File: config.mk
export PLATFORM = sky130hd
export DESIGN_NAME = red_pitaya_adc_spi_arb
export DESIGN_NICKNAME = d
export VERILOG_FILES = /design/src/rtl/red_pitaya_adc_spi_pkg.sv /design/src/rtl/red_pitaya_adc_spi_shifter.sv /design/src/rtl/red_pitaya_adc_spi_arb.sv
export SDC_FILE = /design/constraint.sdc
export NUM_CORES = 1
export LEC_CHECK = 0
export BUFFER_PORTS_ARGS = -buffer_cell sky130_fd_sc_hd__buf_2
export CORE_MARGIN = 5
export CORE_UTILIZATION = 30
export CTS_CLUSTER_SIZE = 24
export DETAILED_ROUTE_END_ITERATION = 10
export PLACE_DENSITY_LB_ADDON = 0.08
export SLEW_MARGIN = 20
export SYNTH_ARGS = -nofsm -noshare
export SYNTH_HDL_FRONTEND = slang
export SYNTH_SLANG_ARGS = --single-unit
export TNS_END_PERCENT = 50
File: constraint.sdc
create_clock -name aclk -period 2.32 [get_ports aclk]
set_clock_uncertainty 0.05 [all_clocks]
set_input_delay 0.464 -clock aclk [delete_from_list [all_inputs] [get_ports aclk]]
set_output_delay 0.464 -clock aclk [all_outputs]
set_load 0.005 [all_outputs]
File: src/rtl/red_pitaya_adc_spi_pkg.sv
// Shared types and helpers for the Red Pitaya ADC SPI arbiter.
package red_pitaya_adc_spi_pkg;

    localparam int unsigned SPI_WORD_W = 16;
    localparam int unsigned MAX_REQ    = 8;
    localparam int unsigned MAX_ID_W   = 3;

    typedef enum logic [1:0] {
        IDLE  = 2'd0,
        SHIFT = 2'd1,
        HOLD  = 2'd2,
        GAP   = 2'd3
    } spi_state_e;

    // First set bit of valid, searching upward from ptr with wrap at n.
    function automatic logic [MAX_ID_W-1:0] rr_pick(
        input logic [MAX_REQ-1:0]  valid,
        input logic [MAX_ID_W-1:0] ptr,
        input int unsigned         n
    );
        logic [MAX_ID_W-1:0] pick;
        logic                found;
        int unsigned         idx;
        pick  = '0;
        found = 1'b0;
        for (int unsigned i = 0; i < MAX_REQ; i++) begin
            idx = 32'(ptr) + i;
            if (idx >= n) idx = idx - n;
            if ((i < n) && !found && valid[idx[MAX_ID_W-1:0]]) begin
                pick  = idx[MAX_ID_W-1:0];
                found = 1'b1;
            end
        end
        return pick;
    endfunction

endpackage

File: src/rtl/red_pitaya_adc_spi_shifter.sv
// Serializes one 16-bit word onto n_cs/sclk/sdio, then holds and gaps chip select.
module red_pitaya_adc_spi_shifter
    import red_pitaya_adc_spi_pkg::*;
#(
    parameter int unsigned CLK_DIV = 4,
    parameter int unsigned CS_GAP  = 10
) (
    input  logic                  clk,
    input  logic                  rst_n,
    input  logic                  start,
    input  logic [SPI_WORD_W-1:0] word,
    output logic                  n_cs,
    output logic                  sclk,
    output logic                  sdio,
    output logic                  done,
    output logic                  busy
);

    localparam int unsigned BIT_LEN = 2 * CLK_DIV;
    localparam int unsigned CNT_MAX = (BIT_LEN > CS_GAP) ? BIT_LEN : CS_GAP;
    localparam int unsigned CNT_W   = $clog2(CNT_MAX + 1);
    localparam int unsigned BIT_W   = $clog2(SPI_WORD_W);

    spi_state_e            state, state_n;
    logic [CNT_W-1:0]      cnt, cnt_n;
    logic [BIT_W-1:0]      bit_idx, bit_idx_n;
    logic [SPI_WORD_W-1:0] shreg, shreg_n;
    logic                  n_cs_n, sclk_n, sdio_n, done_n, busy_n;

    // State, counters and registered SPI pins.
    always_ff @(posedge clk or negedge rst_n) begin
        if (!rst_n) begin
            state   <= IDLE;
            cnt     <= '0;
            bit_idx <= '0;
            shreg   <= '0;
            n_cs    <= 1'b1;
            sclk    <= 1'b0;
            sdio    <= 1'b0;
            done    <= 1'b0;
            busy    <= 1'b0;
        end else begin
            state   <= state_n;
            cnt     <= cnt_n;
            bit_idx <= bit_idx_n;
            shreg   <= shreg_n;
            n_cs    <= n_cs_n;
            sclk    <= sclk_n;
            sdio    <= sdio_n;
            done    <= done_n;
            busy    <= busy_n;
        end
    end

    // Phase sequencing; pin values are derived from the next phase so they register in step.
    always_comb begin
        state_n   = state;
        cnt_n     = cnt;
        bit_idx_n = bit_idx;
        shreg_n   = shreg;
        case (state)
            IDLE: begin
                if (start) begin
                    state_n   = SHIFT;
                    cnt_n     = '0;
                    bit_idx_n = '0;
                    shreg_n   = word;
                end
            end
            SHIFT: begin
                if (cnt == CNT_W'(BIT_LEN - 1)) begin
                    cnt_n = '0;
                    if (bit_idx == BIT_W'(SPI_WORD_W - 1)) begin
                        state_n = HOLD;
                    end else begin
                        bit_idx_n = bit_idx + BIT_W'(1);
                        shreg_n   = {shreg[SPI_WORD_W-2:0], 1'b0};
                    end
                end else begin
                    cnt_n = cnt + CNT_W'(1);
                end
            end
            HOLD: begin
                if (cnt == CNT_W'(CLK_DIV - 1)) begin
                    state_n = GAP;
                    cnt_n   = '0;
                end else begin
                    cnt_n = cnt + CNT_W'(1);
                end
            end
            GAP: begin
                if (cnt == CNT_W'(CS_GAP - 1)) begin
                    state_n = IDLE;
                    cnt_n   = '0;
                end else begin
                    cnt_n = cnt + CNT_W'(1);
                end
            end
            default: state_n = IDLE;
        endcase

        n_cs_n = !((state_n == SHIFT) || (state_n == HOLD));
        sclk_n = (state_n == SHIFT) && (cnt_n >= CNT_W'(CLK_DIV));
        sdio_n = ((state_n == SHIFT) || (state_n == HOLD)) ? shreg_n[SPI_WORD_W-1] : 1'b0;
        done_n = (state_n == GAP) && (state != GAP);
        busy_n = (state_n != IDLE);
    end

endmodule

File: src/rtl/red_pitaya_adc_spi_arb.sv
// Round-robin arbiter sharing the ADC 3-wire SPI config port between requesters.
// Optional build macro ADC_SPI_ARB_LOCK_EN keeps the grant on one requester across words.
module red_pitaya_adc_spi_arb
    import red_pitaya_adc_spi_pkg::*;
#(
    parameter int unsigned N_REQ   = 3,
    parameter int unsigned CLK_DIV = 4,
    parameter int unsigned CS_GAP  = 10
) (
    input  logic                        aclk,
    input  logic                        aresetn,
    input  logic [N_REQ-1:0]            req_valid,
    input  logic [SPI_WORD_W*N_REQ-1:0] req_data,
    input  logic [N_REQ-1:0]            req_lock,
    output logic [N_REQ-1:0]            req_ready,
    output logic                        busy,
    output logic [$clog2(N_REQ)-1:0]    grant_id,
    output logic                        done,
    output logic                        n_cs,
    output logic                        sclk,
    output logic                        sdio
);

    localparam int unsigned ID_W = $clog2(N_REQ);

    logic [ID_W-1:0]       rr_ptr;
    logic [N_REQ-1:0]      cand_c;
    logic [ID_W-1:0]       pick_c;
    logic                  start_c;
    logic [SPI_WORD_W-1:0] word_c;

`ifdef ADC_SPI_ARB_LOCK_EN
    logic            lock_on;
    logic [ID_W-1:0] lock_id;

    // While locked, only the lock owner may win.
    always_comb begin
        cand_c = req_valid;
        if (lock_on) cand_c = req_valid & (N_REQ'(1) << lock_id);
    end

    // Lock follows the req_lock bit of every accepted word.
    always_ff @(posedge aclk or negedge aresetn) begin
        if (!aresetn) begin
            lock_on <= 1'b0;
            lock_id <= '0;
        end else if (start_c) begin
            lock_on <= req_lock[pick_c];
            lock_id <= pick_c;
        end
    end
`else
    logic unused_lock;
    assign unused_lock = ^req_lock;

    // Every word re-arbitrates among all valid requesters.
    always_comb cand_c = req_valid;
`endif

    // Winner selection and word mux; accept only while the serializer is idle.
    always_comb begin
        pick_c  = ID_W'(rr_pick(MAX_REQ'(cand_c), MAX_ID_W'(rr_ptr), N_REQ));
        start_c = !busy && (|cand_c);
        word_c  = '0;
        for (int unsigned k = 0; k < N_REQ; k++) begin
            if (pick_c == ID_W'(k)) word_c = req_data[k*SPI_WORD_W +: SPI_WORD_W];
        end
    end

    // Accept pulse, grant index and round-robin pointer.
    always_ff @(posedge aclk or negedge aresetn) begin
        if (!aresetn) begin
            req_ready <= '0;
            grant_id  <= '0;
            rr_ptr    <= '0;
        end else begin
            req_ready <= start_c ? (N_REQ'(1) << pick_c) : '0;
            if (start_c) begin
                grant_id <= pick_c;
                rr_ptr   <= ((32'(pick_c) + 32'd1) >= N_REQ) ? '0 : pick_c + ID_W'(1);
            end
        end
    end

    red_pitaya_adc_spi_shifter #(
        .CLK_DIV (CLK_DIV),
        .CS_GAP  (CS_GAP)
    ) u_shifter (
        .clk   (aclk),
        .rst_n (aresetn),
        .start (start_c),
        .word  (word_c),
        .n_cs  (n_cs),
        .sclk  (sclk),
        .sdio  (sdio),
        .done  (done),
        .busy  (busy)
    );

endmodule

==> results.sh <==
export IMPL_area_delta_synth_final_pct=33.1
export IMPL_timing_critical_path_to_type="flip-flop"
export IMPL_max_vdd_ir_drop_v=0.000355
export IMPL_num_vias=1954
export IMPL_cts_h_tree_depth=2
export IMPL_critical_path_max_stage_delay_ps=460
export IMPL_clock_sinks=38
export IMPL_synthArstFlopShare_pct=100
export IMPL_diodes=0
export IMPL_cts_tree="yes"
export IMPL_finalCritPeriodShare_pct=97.0
export IMPL_maximum_number_of_pins_on_one_net_before_global_route_repair=39
export IMPL_clock_fmax_ghz=0.444
export IMPL_synth_warnings=0
export IMPL_wl_per_cell_um=15.1
export IMPL_status="completed"
export IMPL_synth_sequential_area_ratio_pct=41.9
export IMPL_worstRegToRegCells=10
export IMPL_power_mw=3.50
export IMPL_timing_worst_slew_pin_value_ps=544
export IMPL_postSynthNetCount=289
export IMPL_initial_core_utilization_pct=31.0
export IMPL_gr_total_overflow=0
export IMPL_setup_repair_after_global_routing_missed_its_margin="true"
export IMPL_first_iter_violations=85
export IMPL_cp_cell_sequence="ha_1 > ha_2 > nand4bb_4 > o21bai_1 > o211ai_1 > clkbuf_16 > buf_12 > buf_4 > mux2i_1 > o21ai_1"
export IMPL_powerDensity_mw_per_mm2=1160
export IMPL_finalHoldViolCount=0
export IMPL_ys_top_cells_by_area="sky130_fd_sc_hd__dfrtp_1, sky130_fd_sc_hd__mux2i_1, sky130_fd_sc_hd__ha_1, sky130_fd_sc_hd__a222oi_1, sky130_fd_sc_hd__o21ai_0"
export IMPL_totalWireLength_um=6060
export IMPL_synthesis_area_per_instance_um2=10.3
export IMPL_nets=370
export IMPL_cp_data_arrival_time_ps=2370
export IMPL_viasPerCell=4.86
export IMPL_io_buffers=62
export IMPL_finalSetupViolCount=0
export IMPL_n_fill_cell=728
export IMPL_clock_transition_at_the_registers_of_the_reported_paths_ps=80
export IMPL_ys_types=54
export IMPL_finalWeightedCongestion=0.740
export IMPL_worst_hold_path_type="input port to async pin"
export IMPL_die_y_um=97.1
export IMPL_synth_top_cells_by_count="sky130_fd_sc_hd__dfrtp_1, sky130_fd_sc_hd__mux2i_1, sky130_fd_sc_hd__nand2_1, sky130_fd_sc_hd__ha_1, sky130_fd_sc_hd__o21ai_0"
export IMPL_netlist_area_mm2=0.00227
export IMPL_rows=31
export IMPL_post_synth_top_area_fraction_pct=40.7
export IMPL_ys_seq_elements=38
export IMPL_detail_route_first_pass_iterations=5
export IMPL_die_area_mm2=0.00942
export IMPL_report_final_slew_viol_count=0
export IMPL_synthCells=221
export IMPL_number_of_enable_flip_flop_cells_after_synthesis=0
export IMPL_critPathKind="flip-flop to flip-flop"
export IMPL_finalWorstPathRequiredPeriod_ps=2250
export IMPL_clkLatencyLatePin_ps=290
export IMPL_place_inst=384
export IMPL_critical_path_peak_fanout=6
export IMPL_core_region_area_mm2=0.00733
export IMPL_cpMaxStageDelayCell="sky130_fd_sc_hd__dfrtp_2"
export IMPL_cts_root_to_sink_buffers=2
export IMPL_cp_data_required_time_ps=2440
export IMPL_post_synth_top_count_cell="sky130_fd_sc_hd__dfrtp_1"
export IMPL_floorplan_io_pins=66
export IMPL_max_slew_margin_pct=63.8
export IMPL_antenna_found_initial=0
export IMPL_fraction_of_final_layout_cells_with_drive_strength_greater_than_1_pct=37.3
export IMPL_grt_pass1_vias=2030
export IMPL_post_dp_hpwl_um=4450
export IMPL_gr_usage_all_layers_pct=12.7
export IMPL_remaining_drc_errors=0
export IMPL_floorplan_die_width_um=97.1
export IMPL_grt_first_pass_wirelength_um=9850
export IMPL_final_antenna_net_count=0
export IMPL_startpoint_type="flip-flop"
export IMPL_ctsRootBufferMaster="sky130_fd_sc_hd__clkbuf_8"
export IMPL_cts_buffers=5
export IMPL_holdBufCountCts=0
export IMPL_yosys_most_used_dff="sky130_fd_sc_hd__dfrtp_1"
export IMPL_maxCapViolations=0
export IMPL_power_leakage_nw=1.40
export IMPL_synthDominantAreaCellType="sky130_fd_sc_hd__dfrtp_1"
export IMPL_fin_cells=402
-- power by group --
| group | internal [mW] | total [mW] | leakage [nW] | switching (mW) |
|---|---|---|---|---|
| sequential | 0.930 | 1.18 | 0.468 | 0.246 |
| clock | 0.240 | 0.476 | 0.0482 | 0.236 |
| combinational | 1.02 | 1.85 | 0.883 | 0.833 |
| total | 2.19 | 3.50 | 1.40 | 1.31 |
-- stage by stage --
stage               utilization (%)  cell area [µm²]  hold slack (ps)  TNS, ps  setup slack (ps)
floorplan                         -             2270              118        0               118
global placement               37.4             2740              410        0              34.9
detailed placement             37.4             2740              418        0              13.5
CTS                            38.7             2840              183        0              11.0
global route                   41.3             3030              208     -255             -48.0
finish                         41.3             3030              161        0              68.4
-- cell type report --
cell class / instances / area (µm²) / area share (%)
multi-input cells: 163 / 1300 / 42.8
flip-flops and latches: 38 / 955 / 31.5
repair buffers: 84 / 520 / 17.2
well taps: 99 / 124 / 4.09
clock buffers: 7 / 86.3 / 2.85
inverters: 10 / 40.0 / 1.32
clock inverters: 1 / 5.00 / 0.165
-- final timing paths --
kind / slack (ps) / endpoint / from
worst max-delay path: 70 / u_shifter.shreg[2] / rr_ptr[1]
worst min-delay path: 160 / u_shifter.done / aresetn
worst max register to register: 70 / u_shifter.shreg[2] / rr_ptr[1]
worst min register to register: 430 / grant_id[1] / grant_id[1]
max in group asynchronous: 1690 / rr_ptr[1] / aresetn
min in group aclk: 350 / u_shifter.shreg[11] / req_data[43]
-- flip-flops by register name (all words and copies together) (netlist names) --
signal,count
u_shifter.shreg,16
u_shifter.cnt,4
u_shifter.busy,1
rr_ptr,2
u_shifter.sclk,1
u_shifter.sdio,1
u_shifter.done,1
u_shifter.bit_idx,4
req_ready,3
u_shifter.n_cs,1
u_shifter.state,2
grant_id,2
-- routing by layer --
metal | track usage (%) | share of wire, % | vias up
li1 | - | - | 999
met1 | 16.4 | 47 | 900
met2 | 20.6 | 47 | 49
met3 | 3.37 | 5.1 | 6
met4 | 3.89 | 1.3 | 0
met5 | 0 | 0 | -
-- worst max-delay path: cells and delay by family (launching register included) --
kind            cells  cell delay [ps]
flops               1              460
buf+inv             3              440
compound gates      3              380
fa+ha+maj           2              380
simple gates        1              200
mux                 1              200
-- placed cells by master (no fill, tap or decap), types with 10 or more instances in the layout --
cell and count:
sky130_fd_sc_hd__nand2_1 13, sky130_fd_sc_hd__buf_4 17, sky130_fd_sc_hd__mux2i_1 16, sky130_fd_sc_hd__nor2_1 11, sky130_fd_sc_hd__o21ai_0 10, sky130_fd_sc_hd__o21ai_1 13, sky130_fd_sc_hd__a222oi_1 10, sky130_fd_sc_hd__dfrtp_1 35
sky130_fd_sc_hd__buf_2 62
-- timing repair --
action | CTS | global route
gates resized for setup | 0 | 24
setup endpoints to repair | 0 | 17
endpoints found under the hold margin | 0 | 0
buffers inserted | 0 | 10
-- logic make-up (layout without fill, tap and decap cells) --
kind of cell / after synthesis / after routing / share of synthesized area, %
flops: 38 / 38 / 41.9
simple gates: 58 / 58 / 15.4
mux: 19 / 19 / 8.42
compound gates: 72 / 72 / 22.3
fa+ha+maj: 12 / 12 / 6.60
xor+xnor: 2 / 2 / 0.771
buf+inv: 20 / 102 / 4.57
No activity file was read; power rests on OpenSTA's default activity.
